[src/rtl/id_char_gen_if.sv]
`default_nettype none
// ============================================================================
// Module      : id_char_gen_if
// Description : Handshake bundle between a start/control master, the
//               identifier character generator and the character consumer.
//               Control side : start, letter, digit0, ndigits
//               Char side    : char_data, char_valid, ready
//               Status       : busy, done
//               master modport drives control/ready and observes outputs;
//               slave modport is the generator's view.
// Revision    : 1.0 - initial release
// ============================================================================
interface id_char_gen_if #(
  parameter int LEN_W = 4
);
  logic             start;
  logic [7:0]       letter;
  logic [3:0]       digit0;
  logic [LEN_W-1:0] ndigits;
  logic             ready;
  logic [7:0]       char_data;
  logic             char_valid;
  logic             busy;
  logic             done;

  modport master (
    output start, letter, digit0, ndigits, ready,
    input  char_data, char_valid, busy, done
  );

  modport slave (
    input  start, letter, digit0, ndigits, ready,
    output char_data, char_valid, busy, done
  );
endinterface
`default_nettype wire

[src/rtl/id_char_gen.sv]
`default_nettype none
// ============================================================================
// Module      : id_char_gen
// Description : Emits an ASCII identifier, one char per accepted handshake:
//               one letter followed by ndigits decimal digits counting up
//               mod 10 from digit0. Optional trailing space when the macro
//               ID_GEN_SEP_EN is defined.
// Ports       : clk   - clock, all logic on posedge
//               reset - synchronous, active-high
//               bus   - id_char_gen_if.slave (start/letter/digit0/ndigits/
//                       ready in; char_data/char_valid/busy/done out)
// Config      : ID_GEN_SEP_EN - append ASCII space (8'h20) after last char
// Revision    : 1.0 - initial release
// ============================================================================
module id_char_gen #(
  parameter int LEN_W = 4
) (
  input  wire logic     clk,
  input  wire logic     reset,
  id_char_gen_if.slave  bus
);

  typedef enum logic [2:0] {
    S_IDLE   = 3'd0,
    S_LETTER = 3'd1,
    S_DIGITS = 3'd2,
`ifdef ID_GEN_SEP_EN
    S_SEP    = 3'd3,
`endif
    S_DONE   = 3'd4
  } state_t;

  state_t           r_state;
  logic [3:0]       r_digit;    // digit currently offered (or next to offer)
  logic [LEN_W-1:0] r_remain;   // digits not yet accepted
  logic [7:0]       r_char;
  logic             r_valid;
  logic             r_busy;
  logic             r_done;

  logic             w_letter_ok;
  logic [7:0]       w_letter_clean;
  logic [3:0]       w_digit_clean;
  logic [3:0]       w_next_digit;
  logic             w_more_digits;
  logic [7:0]       w_digit_char;

  assign w_letter_ok    = ((bus.letter >= 8'h41) && (bus.letter <= 8'h5A)) ||
                          ((bus.letter >= 8'h61) && (bus.letter <= 8'h7A));
  assign w_letter_clean = w_letter_ok ? bus.letter : 8'h61;
  assign w_digit_clean  = (bus.digit0 > 4'd9) ? 4'd0 : bus.digit0;
  assign w_next_digit   = (r_digit == 4'd9) ? 4'd0 : r_digit + 4'd1;

  // Whether another digit follows the char being accepted, and its ASCII.
  // From LETTER the first digit is r_digit itself; from DIGITS it is the
  // incremented value and the accepted digit is the last when one remains.
  assign w_more_digits  = (r_state == S_LETTER) ? (r_remain != '0)
                                                : (r_remain != LEN_W'(1));
  assign w_digit_char   = 8'h30 + {4'd0, (r_state == S_LETTER) ? r_digit
                                                                 : w_next_digit};

  always_ff @(posedge clk) begin
    if (reset) begin
      r_state  <= S_IDLE;
      r_digit  <= 4'd0;
      r_remain <= '0;
      r_char   <= 8'h00;
      r_valid  <= 1'b0;
      r_busy   <= 1'b0;
      r_done   <= 1'b0;
    end else begin
      case (r_state)
        S_IDLE: begin
          r_done <= 1'b0;
          if (bus.start) begin
            r_digit  <= w_digit_clean;
            r_remain <= bus.ndigits;
            r_char   <= w_letter_clean;
            r_valid  <= 1'b1;
            r_busy   <= 1'b1;
            r_state  <= S_LETTER;
          end
        end

        S_LETTER, S_DIGITS: begin
          if (bus.ready) begin
            if (r_state == S_DIGITS) begin
              r_digit  <= w_next_digit;
              r_remain <= r_remain - LEN_W'(1);
            end
            if (w_more_digits) begin
              r_char  <= w_digit_char;
              r_state <= S_DIGITS;
            end else begin
`ifdef ID_GEN_SEP_EN
              r_char  <= 8'h20;
              r_state <= S_SEP;
`else
              r_char  <= 8'h00;
              r_valid <= 1'b0;
              r_busy  <= 1'b0;
              r_done  <= 1'b1;
              r_state <= S_DONE;
`endif
            end
          end
        end

`ifdef ID_GEN_SEP_EN
        S_SEP: begin
          if (bus.ready) begin
            r_char  <= 8'h00;
            r_valid <= 1'b0;
            r_busy  <= 1'b0;
            r_done  <= 1'b1;
            r_state <= S_DONE;
          end
        end
`endif

        S_DONE: begin
          // start is deliberately ignored here
          r_done  <= 1'b0;
          r_state <= S_IDLE;
        end

        default: begin
          r_char  <= 8'h00;
          r_valid <= 1'b0;
          r_busy  <= 1'b0;
          r_done  <= 1'b0;
          r_state <= S_IDLE;
        end
      endcase
    end
  end

  assign bus.char_data  = r_char;
  assign bus.char_valid = r_valid;
  assign bus.busy       = r_busy;
  assign bus.done       = r_done;

endmodule
`default_nettype wire
[src/flat_wrapper.sv]
// flat-port wrapper written by rule: the top's interface ports become plain ports
module id_char_gen_flat 
#(
  parameter int LEN_W = 4
)
  (clk, reset, bus_start, bus_letter, bus_digit0, bus_ndigits, bus_ready, bus_char_data, bus_char_valid, bus_busy, bus_done);
  id_char_gen_if #(.LEN_W(LEN_W)) bus_i ();
  input  wire logic clk;
  input  wire logic reset;
  input wire logic [$bits(bus_i.start)-1:0] bus_start;
  input wire logic [$bits(bus_i.letter)-1:0] bus_letter;
  input wire logic [$bits(bus_i.digit0)-1:0] bus_digit0;
  input wire logic [$bits(bus_i.ndigits)-1:0] bus_ndigits;
  input wire logic [$bits(bus_i.ready)-1:0] bus_ready;
  output wire logic [$bits(bus_i.char_data)-1:0] bus_char_data;
  output wire logic [$bits(bus_i.char_valid)-1:0] bus_char_valid;
  output wire logic [$bits(bus_i.busy)-1:0] bus_busy;
  output wire logic [$bits(bus_i.done)-1:0] bus_done;
  assign bus_i.start = bus_start;
  assign bus_i.letter = bus_letter;
  assign bus_i.digit0 = bus_digit0;
  assign bus_i.ndigits = bus_ndigits;
  assign bus_i.ready = bus_ready;
  assign bus_char_data = bus_i.char_data;
  assign bus_char_valid = bus_i.char_valid;
  assign bus_busy = bus_i.busy;
  assign bus_done = bus_i.done;
  id_char_gen #(.LEN_W(LEN_W)) u_core (.clk(clk), .reset(reset), .bus(bus_i));
endmodule
[config.mk]
export PLATFORM = sky130hd
export DESIGN_NAME = id_char_gen_flat
export DESIGN_NICKNAME = d
export VERILOG_FILES = /design/src/rtl/id_char_gen_if.sv /design/src/rtl/id_char_gen.sv /design/src/flat_wrapper.sv
export SDC_FILE = /design/constraint.sdc
export NUM_CORES = 1
export LEC_CHECK = 0
export CORE_MARGIN = 3
export CORE_UTILIZATION = 45
export DETAILED_ROUTE_END_ITERATION = 6
export GPL_TIMING_DRIVEN = 0
export PLACE_DENSITY = 0.81
export SKIP_LAST_GASP = 1
export SLEW_MARGIN = 30
export SYNTH_ARGS = -nofsm -noshare
export SYNTH_HDL_FRONTEND = slang
export SYNTH_SLANG_ARGS = --single-unit
[constraint.sdc]
create_clock -name clk -period 2.5 [get_ports clk]
set_input_delay 0.25 -clock clk [delete_from_list [all_inputs] [get_ports clk]]
set_output_delay 0.25 -clock clk [all_outputs]
set_load 0.02 [all_outputs]
# After elaboration in Yosys (flattened, before gate mapping)
# Index checks and enable logic that the tools add are counted.
# word_totals
in_bits	20
regBits	21
output_inout_bits	11
# op_classes
n_addsub	3
muxes	25
n_eq_ne	9
magnitude_cmp	5
n_bitwise	3
n_reduce_logical	13
# op_table
operator	n
two-way mux 4 bit	9
two-way mux 8 bit	4
case mux 8 bit (3 select lines)	1
greater-or-equal comparator 8 x 7 -> 1 bit, second input constant	2
<= comparator 8 x 7 -> 1 bit, second input constant	2
case mux 4 bit (2 select lines)	2
two-way mux 3 bit	3
AND reduction 4 bit	2
adder 6 x 4 -> 7 bit, first input constant	1
!= test 2 bit, second input constant	3
case mux 3 bit (2 select lines)	1
adder 4 x 1 -> 4 bit, second input constant	1
equality test 4 bit, second input constant	1
greater-than comparator 4 bit, second input constant	1
two-way mux 1 bit	4
!= test 4 x 1 -> 1 bit, second input constant	1
AND reduction 2 bit	2
nonzero test 4 bit	1
OR reduction 2 bit	2
subtractor 4 x 1 -> 4 bit, second input constant	1
equality test 3 x 1 -> 1 bit, second input constant	1
equality test 3 x 2 -> 1 bit, second input constant	1
equality test 3 bit, second input constant	1
logical NOT 3 bit	1
other kinds (7)	10

# Longest topological paths before layout
# logic_depth
ltp_word	7
ltp_mapped	7
mapped_depth_nobuf	6

# Worst setup path after synthesis
# Ideal clock, no wire load.
# synth_timing
kind	register to register
from	register u_core.r_remain[0]
to	register u_core.r_char[3], in the netlist u_core.bus.char_data[3]
n_path_buf	0
path_stages_with_launch	7
period_less_slack_ns	1.860
t_arrival_ns	1.739
path_slack_ns	0.640
path_cell_list	dfxtp_1 > inv_1 > ha_1 > or3b_2 > a22o_4 > and3_4 > a221o_1
# synth_between
elab_chain_len	5
# synth_rtl
item	line	rtl
from (decl)	id_char_gen.sv:35	logic [LEN_W-1:0] r_remain;
from (signal assigned)	id_char_gen.sv:77	r_remain <= bus.ndigits;
from (signal assigned)	id_char_gen.sv:89	r_remain <= r_remain - LEN_W'(1);
!= test 4 x 1 -> 1 bit or nonzero test 4 bit (tied branches)	id_char_gen.sv:58, id_char_gen.sv:57	
two-way mux 1 bit *	id_char_gen.sv:57	assign w_more_digits = (r_state == S_LETTER) ? (r_remain != '0)
two-way mux 8 bit *	id_char_gen.sv:91	if (w_more_digits) begin
two-way mux 8 bit *	id_char_gen.sv:86	if (bus.ready) begin
case mux 8 bit (3 select lines) *	id_char_gen.sv:72	case (r_state)
to (signal assigned)	id_char_gen.sv:78	r_char <= w_letter_clean;
to (signal assigned)	id_char_gen.sv:92	r_char <= w_digit_char;
to (decl)	id_char_gen.sv:36	logic [7:0] r_char;
# Mark *: on every way between the ends. The rest lies on a longest branch, timed or not. The select of a mux whose other input is x is not followed.
# A chain may end at the register's enable or synchronous reset.

# Worst setup path after layout
# layout_timing
from	register u_core.r_remain[1]
to	register u_core.r_char[3], in the netlist u_core.bus.char_data[3]
# Same word-level chain as after synthesis.

==> results.md <==
* Post-layout nets at 217
* Reg area at 420 sq um
* RR Startpoint: u_core.r_remain[1]$_SDFFE_PP0P_
* Crit path time final at 2.02 ns
* Maxcap violations at 0
* Hold buffer count at CTS at 0
* Async S/R FF share, synth at 0
* Leakage dissipation at a little over 0.6 nW
* Setup WS post-layout at 0.477 ns
* Clock transition at the registers of the reported paths at 0.12 ns
* Crit path launch: u_core.r_remain[1]$_SDFFE_PP0P_
* F_max at 494 MHz
* Clock sink total at 21
* DR vias at 1380
* Fin. max-slew vios at 0
* CTS max path bufs at 2
* WP buf/inv at 1
* Worst Path Arrival at about 2.2 ns
* Setup bufs post-CTS at 0
* Final HPWL DP at 2.64 mm
* Final Wtd Congestion at 0.883
* Antenna violations before repair at 0
* Final period util at 0.809
* Worst slack, placed at 0.419 ns
* Number of cells on the critical path at 6
* Library cells used by synthesis at 51
* Hold Startpoint: bus_ready
* Die height at 60.8 um
* Vias in the first global route at between 1k and 1.5k
* Drt first pass iters at 4
* Met3 Wirelength at 192 um
* CTS root buf: clkbuf_4
* CP Capture Type: flip-flop
* CTS tree: done
* R2R Path End: u_core.bus.char_data[3]$_SDFFE_PP0P_
* CTS resizes at 0
* Worst R2R Path Depth at 6
* CTS Buf Count at 3
* Dpl cells at 221
* Worst vdd ir at 0.214 mV
* CP Launch Type: flip-flop
* Least-Margin Pin Slew at a little over 0.8 ns
* Final Hold Viols at 0
* Critical-path cell list: inv_1 -> ha_1 -> or3b_2 -> a22o_4 -> and3_4 -> a221o_1
* Average size of a mapped cell at 8.39 sq um
* Total Wirelength at 3.40 mm
* Final non-filler cell total at 225
* Synthesized flop and latch total at 21
* Reg2Reg Setup Slack at about 0.48 ns
* Die Area at 0.00369 sq mm
* Core Footprint at between 0.002 and 0.003 sq mm
* IO Pins at 31
* DRC at 0
* Multi-input gate area at around 840 sq um
* Final ANT Viol Nets at 0
* Synth Net Count at 183
* RSZ-0062 raised after global routing: no
* Commonest non-fill, non-tap cell in the layout: clkdlybuf4s50_1
* Setup TNS at 0 ns
* EDFF count, synth at 0
* CP max FO at 4
* Instance count of the mapped netlist at 161
* First-pass GRT wire length at 5.60 mm
* Starting Density at 0.481
* Count of final setup violators at 0
* Rel. slew slack at 0.453
* 1st-iter DRT viols at 56
* Status: finished clean
* Min-Delay Path Class: in2reg
* Synthesis Warnings at 0
* Final setup skew at ~0.0076 ns
* Port Buffers at 29
* Routed wl met2 at ~1.7 mm
* Diodes inserted at 0
* GRT Util Overall at 0.195
* Most used DFF post-synth: dfxtp_1
* Met1 WL at 1.53 mm
* Core Util, Final at 0.608
* Detailed-route vias per instance at approximately 6.1
* CP required at around 2.7 ns
* Layout cell share with drive strength beyond 1 at 0.0979
* Commonest non-fill, non-tap cells in the layout: 29 x clkdlybuf4s50_1, 21 x dfxtp_1, 10 x a21oi_1, 10 x o21ai_0, 9 x nand2_1
* Worst-Skew Late Latency at 0.30 ns
* Crit-path max cell delay at 0.53 ns
* Pin count of the biggest net entering global routing at 12
* WS Path Type: reg2reg
* H-Tree Level Count at 1
* Total gr overflow at 0
* Number of fill cells at 280
* Area Growth Syn to Fin at 26.3%
* Num rows at 19
* Final Power at 906 uW
* Top sig layer: met4
* Synthesized cell area at 0.00135 sq mm
* WL per Instance at about 15 um
* Die W at a little over 60 um
* Hold endpoint: u_core.r_state[0]$_SDFFE_PP0P_
* CP delay by family, top: simple AND/OR/NAND/NOR gates
* CP max stage cell: or3b_2
* Sequential area share after synthesis at 0.311
* Pwr/cell area at 531 mW/mm^2
* Hold Path Stages at 4
-- final cells by class --
cell class	instances	area share
well taps	31	0.0227
repair buffers	29	0.170
clock buffers	4	0.0154
multi-input cells	124	0.494
plain buffers	12	0.0418
flip-flops and latches	21	0.247
inverters	4	0.00880
-- worst min-delay path, stage by stage --
cell,delay (ns)
buf_2,0.17
nand2_1,0.07
o21ai_0,0.07
nor4_1,0.05
-- state kept, by name, summed over array words and instances, names as in the netlist --
register / cells
u_core.r_state: 3
u_core.r_remain: 4
u_core.bus.done: 1
u_core.bus.char_valid: 1
u_core.r_digit: 4
u_core.bus.char_data: 8
-- Yosys cell counts, types with 2 or more instances --
library cell	count	area, sq um
buf_6	2	22.5
nand4_1	2	12.5
clkbuf_1	5	18.8
a21boi_0	3	22.5
nand2b_1	5	31.3
nand3_1	8	40.0
nor2_1	6	22.5
or3_1	5	31.3
a221o_1	4	40.0
nor4_1	4	25.0
nand3b_1	3	22.5
mux2i_1	3	30.0
a22o_1	2	17.5
ha_1	2	25.0
nor4b_1	2	17.5
a311oi_1	2	17.5
or3b_1	2	17.5
dfxtp_1	21	420
o21ai_0	10	50.1
buf_4	2	15.0
or2_2	2	12.5
nor2b_1	5	31.3
a21oi_1	10	50.1
a31oi_1	3	18.8
nor3_1	7	35.0
buf_2	3	15.0
inv_1	4	15.0
nand2_1	9	33.8
a211oi_1	2	15.0
and3_1	2	12.5
-- cells by family (layout without fill, tap and decap cells) --
kind of cell    count (synthesis)  in the layout  synth area share
simple gates                   70             70             0.308
fa+ha+maj                       2              2            0.0185
buf+inv                        16             49            0.0639
mux                             3              3            0.0222
xor+xnor                        2              2            0.0269
compound gates                 47             47             0.249
flops                          21             21             0.311
-- worst max-delay path by stage --
stage	end	slack (ns)
global route	u_core.r_digit[3]$_SDFFE_PP0P_	0.32
finish	u_core.bus.char_data[3]$_SDFFE_PP0P_	0.48
floorplan	u_core.bus.char_data[3]$_SDFFE_PP0P_	0.64
global placement	u_core.bus.char_data[3]$_SDFFE_PP0P_	0.44
CTS	u_core.bus.char_data[3]$_SDFFE_PP0P_	0.47
detailed placement	u_core.bus.char_data[3]$_SDFFE_PP0P_	0.42
-- stage by stage --
| stage | instance area [sq um] | hold slack [ns] |
|---|---|---|
| floorplan | 1350 | 0.327 |
| global placement | 1680 | 0.444 |
| detailed placement | 1680 | 0.449 |
| CTS | 1710 | 0.321 |
| global route | 1710 | 0.374 |
| finish | 1710 | 0.343 |
-- report_power, final --
| group | total (mW) | switching [mW] | leakage (nW) | internal, mW |
|---|---|---|---|---|
| Clock | 0.163 | 0.101 | 0.0150 | 0.0621 |
| Sequential | 0.391 | 0.0240 | 0.172 | 0.367 |
| Combinational | 0.353 | 0.185 | 0.426 | 0.167 |
-- metal layers --
layer | global-route usage | vias up
li1 | - | 676
met1 | 0.228 | 654
met2 | 0.376 | 46
met3 | 0.0255 | 4
met4 | 0.0402 | 0
met5 | 0 | -
(Power assumes the default switching activity.)
